<file path="config.mk">
export PLATFORM = sky130hd
export DESIGN_NAME = mul_accum
export DESIGN_NICKNAME = d
export VERILOG_FILES = /design/src/rtl/mul_accum.sv
export SDC_FILE = /design/constraint.sdc
export NUM_CORES = 1
export LEC_CHECK = 0
export ABC_AREA = 1
export ABC_CLOCK_PERIOD_IN_PS = 4300
export BUFFER_PORTS_ARGS = -buffer_cell sky130_fd_sc_hd__buf_2
export CELL_PAD_IN_SITES_DETAIL_PLACEMENT = 1
export CELL_PAD_IN_SITES_GLOBAL_PLACEMENT = 2
export CORE_MARGIN = 1.5
export CORE_UTILIZATION = 32
export CTS_CLUSTER_SIZE = 20
export DETAILED_ROUTE_END_ITERATION = 8
export PLACE_DENSITY = 0.87
export SETUP_SLACK_MARGIN = 0.5
export SYNTH_ARGS = -nofsm -noshare
export SYNTH_HDL_FRONTEND = slang
export SYNTH_SLANG_ARGS = --single-unit
</file>
<file path="constraint.sdc">
create_clock -name clk -period 4.3 [get_ports clk]
set_input_delay 0.645 -clock clk [delete_from_list [all_inputs] [get_ports clk]]
set_output_delay 0.645 -clock clk [all_outputs]
set_load 0.01 [all_outputs]
</file>
<file path="src/rtl/mul_accum.sv">
// mul_accum: sums COUNT unsigned products into a saturating accumulator and
// hands the total off over a valid/ready output port.
//
// Handshakes: a transfer happens on a rising edge where valid and ready are
// both high. in_ready/out_valid depend on the state register only. Once
// out_valid is raised, it and sum/count/overflow hold until out_ready or
// clear. clear outranks both handshakes and discards any product offered in
// the same cycle.
module mul_accum #(
    parameter int PROD_W = 8,
    parameter int ACC_W  = 16,
    parameter int COUNT  = 4
) (
    input  logic              clk,
    input  logic              rst,
    input  logic              clear,
    input  logic              in_valid,
    output logic              in_ready,
    input  logic [PROD_W-1:0] product,
    output logic              out_valid,
    input  logic              out_ready,
    output logic [ACC_W-1:0]  sum,
    output logic [7:0]        count,
    output logic              overflow,
    output logic [1:0]        dbg_state
);

    typedef enum logic [1:0] {
        S_IDLE  = 2'd0,
        S_ACCUM = 2'd1,
        S_DONE  = 2'd2
    } state_t;

    state_t             state_q, state_d;
    logic [ACC_W-1:0]   sum_q, sum_d;
    logic [7:0]         count_q, count_d;
    logic               ovf_q, ovf_d;

    logic               accept;
    logic [ACC_W:0]     add_wide;
    logic [7:0]         count_inc;

    // Handshake decode comes straight from the state register.
    assign in_ready  = (state_q != S_DONE);
    assign out_valid = (state_q == S_DONE);
    assign accept    = in_valid && in_ready && !clear;

    // One extra bit catches the carry that signals saturation.
    assign add_wide  = {1'b0, sum_q} + (ACC_W+1)'(product);
    assign count_inc = count_q + 8'd1;

    // Next-state and datapath update; clear overrides everything.
    always_comb begin
        state_d = state_q;
        sum_d   = sum_q;
        count_d = count_q;
        ovf_d   = ovf_q;
        if (clear) begin
            state_d = S_IDLE;
            sum_d   = '0;
            count_d = '0;
            ovf_d   = 1'b0;
        end else begin
            case (state_q)
                S_IDLE: begin
                    if (accept) begin
                        sum_d   = ACC_W'(product);
                        count_d = 8'd1;
                        state_d = (COUNT == 1) ? S_DONE : S_ACCUM;
                    end
                end
                S_ACCUM: begin
                    if (accept) begin
                        if (add_wide[ACC_W]) begin
                            sum_d = '1;
                            ovf_d = 1'b1;
                        end else begin
                            sum_d = add_wide[ACC_W-1:0];
                        end
                        count_d = count_inc;
                        if (count_inc == 8'(COUNT)) begin
                            state_d = S_DONE;
                        end
                    end
                end
                S_DONE: begin
                    if (out_ready) begin
                        state_d = S_IDLE;
                        sum_d   = '0;
                        count_d = '0;
                        ovf_d   = 1'b0;
                    end
                end
                default: begin
                    state_d = S_IDLE;
                    sum_d   = '0;
                    count_d = '0;
                    ovf_d   = 1'b0;
                end
            endcase
        end
    end

    // State and accumulator registers with asynchronous reset.
    always_ff @(posedge clk or posedge rst) begin
        if (rst) begin
            state_q <= S_IDLE;
            sum_q   <= '0;
            count_q <= '0;
            ovf_q   <= 1'b0;
        end else begin
            state_q <= state_d;
            sum_q   <= sum_d;
            count_q <= count_d;
            ovf_q   <= ovf_d;
        end
    end

    assign sum       = sum_q;
    assign count     = count_q;
    assign overflow  = ovf_q;
    assign dbg_state = state_q;

endmodule

</file>
# Word level (Yosys, flattened, before mapping)
# Cells that the tools add are included.
[word_totals]
reg_bits = 27
input_bits = 13
[classes]
add_sub_neg = 2
n_eq_ne = 10
n_mux = 22
reduce_logical = 7
[ops]
columns = ["operator", "n"]
rows = [
  ["$mux W16", 5],
  ["$pmux W16 S3", 1],
  ["$mux W8", 4],
  ["$pmux W8 S3", 1],
  ["$add A16 B8 Y17", 1],
  ["$ne A3 B3 Y1 const B", 4],
  ["$mux W2", 5],
  ["$add A8 B1 Y8 const B", 1],
  ["$eq A8 B3 Y1 const B", 1],
  ["$reduce_and A4 Y1", 2],
  ["$pmux W2 S3", 1],
  ["$mux W1", 4],
  ["$ne A2 B2 Y1 const B", 2],
  ["$ne A3 B2 Y1 const B", 1],
  ["$pmux W1 S3", 1],
  ["$reduce_and A3 Y1", 1],
  ["$eq A2 B1 Y1 const B", 1],
  ["$eq A2 B2 Y1 const B", 1],
  ["$logic_and A1 B1 Y1", 2],
  ["$logic_not A2 Y1", 1],
  ["$logic_not A1 Y1", 1],
]

# Depth between registers and ports, before layout
[depth]
ltp_word = 6
mapped_depth = 13
mapped_depth_nobuf = 12

# Least setup slack after synthesis
# Ideal clock, no wire load.
[synth_timing]
path_kind = "input to register"
startpoint = "input product[0]"
endpoint = "register sum_q[3] (netlist: sum[3])"
setup_time_ns = 0.128
arrival_ns = 2.088
required_ns = 4.172
setup_slack_ns = 2.084
stages = 11
path_cell_list = "ha_1 fa_1 nand2_1 nand2_1 nand3_1 nand2_1 nand2_1 buf_2 inv_1 o21ai_0 nand3_1"
[synth_between]
elab_chain_len = 5
[synth_lines]
columns = ["element", "line", "text"]
rows = [
  ["from (decl)", "19", "input logic [PROD_W-1:0] product,"],
  ["$add A16 B8 Y17", "49", "assign add_wide = {1'b0, sum_q} + (ACC_W+1)'(product);"],
  ["$mux W16", "74", "if (add_wide[ACC_W]) begin"],
  ["$mux W16", "73", "if (accept) begin"],
  ["$pmux W16 S3", "64", "case (state_q)"],
  ["$mux W16", "58", "if (clear) begin"],
  ["to (signal assigned)", "113", "sum_q <= sum_d;"],
  ["to (decl)", "35", "logic [ACC_W-1:0] sum_q, sum_d;"],
]
# Every way passes these cells. The select of a mux whose other input is x is not followed.
# A chain may end at the register's enable or synchronous reset.

# Worst setup path in the final report
# Same ends and word-level chain as after synthesis.

==> results_dict.tcl <==
set metrics [dict create \
    cp_data_arrival_time_ps 2540 \
    synthTopCellsByArea "dfrtp_1 33%, nand2_1 20%, inv_1 8.5%, nand3_1 8.1%, ha_1 6.1%" \
    die_h_um 82.8 \
    status "complete, no violations" \
    ys_seq_area_share_pct 33.2 \
    drt_iter0_drc 62 \
    syn_nets 333 \
    routedWlPerCell_um 13.9 \
    cts_hold_buf 0 \
    finalMaxSlewViolations 0 \
    synth.most_common_cell "nand2_1" \
    syn_avg_cell_area_um2 6.59 \
    ys_ff_latch 27 \
    antenna_found_initial 0 \
    path_common_cell "nand2_1" \
    yosys.area.top_type "dfrtp_1" \
    port_buffers 41 \
    worst_pin_slew_ps 702 \
    grtUsageTotal_pct 19.2 \
    worstSetupEndpointType "register" \
    ir_drop_mv 0.171 \
    grt_pass1_wl_um 9830 \
    clk_pin_slew_worst_paths_ps 110 \
    fmax_ghz 0.425 \
    critPathMaxFanout 12 \
    drc 0 \
    cp.required_ps 4480 \
    synth.top_cell.area_share_pct 33.2 \
    power.total_mw 0.947 \
    fp.dieW_um 82.8 \
    place_congestion 0.811 \
    grt_max_degree 28 \
    synth_common_cells "110 x nand2_1, 46 x inv_1, 33 x nand3_1" \
    syn-instance-count 309 \
    post-cts-setup-buffers 0 \
    worst-path-buf-inv 2 \
    syn_to_final_growth_pct 16.0 \
    cap_viol_max_count 0 \
    vias 2082 \
    synthArstFlopShare_pct 100 \
    post_cts_resized 0 \
    hold_viol 0 \
    finalSetupViolCount 0 \
    numCtsBuffers 3 \
    drive_gt1_share_pct 16.8 \
    fin_tns_setup_ps 0 \
    rsz0062_at_grt "false" \
    critical-path-top-delay-family "simple AND/OR/NAND/NOR gates" \
    slowest_stage "fa_1" \
    drtPass1Iterations 4 \
    cts_buffer_depth 2 \
    ys_types 28 \
    vias_per_cell 4.89 \
    cts_tree "built" \
    post-route-min-period_ps 2350 \
    post-route-util_pct 39.2 \
    yosysWarnings 0 \
    place_inst 422 \
    instances_no_fill 426 \
    nets 376 \
    row_count 28 \
    r2r_start "sum[0]" \
    synth_edf_count 0 \
    leakage_nw 1.37 \
    pin_count 42 \
    core_um2 6030 \
    overflow 0 \
    dpl.hpwl_um 4710 \
    insertion_delay_ps 290 \
    ant_nets 0 \
    antenna_cells 0 \
    first_global_vias 2054 \
    critPathKind "in -> reg" \
    crit_start "product[0]" \
    ctsHtreeMaxLevel 1 \
    cp_cell_sequence "buf_2 > ha_1 > fa_1 > nand2_1 > nand2_1 > nand3_1 > nand2_1 > nand2_1 > inv_1 > o21ai_0 > nand3_1" \
    dieArea_um2 6850 \
    clock-sinks 27 \
    root_buffer "clkbuf_8" \
    power_density_nw_per_um2 401 \
    min_path_type "in -> async" \
    synth_flop_cell "dfrtp_1" \
    period_share_pct 54.8 \
    fillers 838 \
    cpPeakStageDelay_ps 410 \
    clock_skew_ps 3.73 \
    hold-worst-slack_ps 417 \
    critPathLaunchType "input port" \
    synth_area_um2 2040 \
    wl_um 5920 \
    timing.slew.headroom_pct 53.2 \
    initial_core_util_pct 33.8 \
]
## registers in the layout, indices dropped and copies added (netlist names)
signal / flops
overflow: 1
sum: 16
count: 8
dbg_state: 2
## stage by stage
step	setup WS, ps	instance area [um^2]
after floorplan	2080	2040
after global placement	1680	2310
after detailed placement	1610	2310
after CTS	1930	2360
after global routing	1670	2360
final	1950	2360
## cell usage in the layout (no fill, tap or decap), types with 3 or more instances in the layout
| cell type | instances |
|---|---|
| nand3_1 | 33 |
| inv_1 | 46 |
| buf_2 | 41 |
| o22ai_1 | 3 |
| dfrtp_1 | 27 |
| a21oi_1 | 7 |
| inv_2 | 6 |
| xor2_1 | 5 |
| nor2_1 | 21 |
| o21ai_0 | 11 |
| clkbuf_8 | 3 |
| o21ai_1 | 7 |
| xnor2_1 | 3 |
| ha_1 | 10 |
| nand2_1 | 110 |
## layout make-up
| cell class | count | area, um^2 | share of cell area (%) |
|---|---|---|---|
| Multi-Input combinational cell | 226 | 1140 | 48.1 |
| Sequential cell | 27 | 676 | 28.6 |
| Timing Repair Buffer | 42 | 213 | 9.00 |
| Inverter | 52 | 195 | 8.26 |
| Tap cell | 75 | 93.8 | 3.97 |
| Clock buffer | 3 | 41.3 | 1.75 |
| Clock inverter | 1 | 7.51 | 0.318 |
## worst paths after layout
kind / slack, ps / endpoint / cells after the start
min reg2reg: 530 / sum[2] / 2
min: 420 / sum[15] / 3
max in group asynchronous: 3600 / sum[8] / 3
min in group clk: 530 / sum[2] / 2
max reg2reg: 1970 / sum[3] / 10
max: 1950 / sum[3] / 11
## worst reg2reg max path: cells and delay by family (launching register included)
kind            cells  cell delay [ps]
simple gates        6              810
fa+ha+maj           2              640
flops               1              430
compound gates      1              180
buf+inv             1              160
## cell families (layout without fill, tap and decap cells)
group | count (synthesis) | count (layout) | share of synthesized area (%)
buffers and inverters | 56 | 98 | 11.0
AND/OR/NAND/NOR | 173 | 173 | 35.8
adder cells (fa/ha/maj) | 11 | 11 | 7.13
XOR/XNOR | 8 | 8 | 3.44
flip-flops | 27 | 27 | 33.2
AO/OA/AOI/OAI | 34 | 34 | 9.47
## report_power, final
group	switching, mW	leakage (nW)	internal, mW
Combinational	0.294	0.980	0.161
Sequential	0.0404	0.365	0.291
Clock	0.0941	0.0217	0.0662
## metal layers
metal | track usage, % | vias up | wire [um]
met3 | 2.97 | 4 | 269
met2 | 32.8 | 39 | 2790
met4 | 4.00 | 0 | 49
li1 | - | 1055 | -
met1 | 25.6 | 984 | 2810
met5 | 0 | - | 0
No activity file was read; power rests on OpenSTA's default activity.
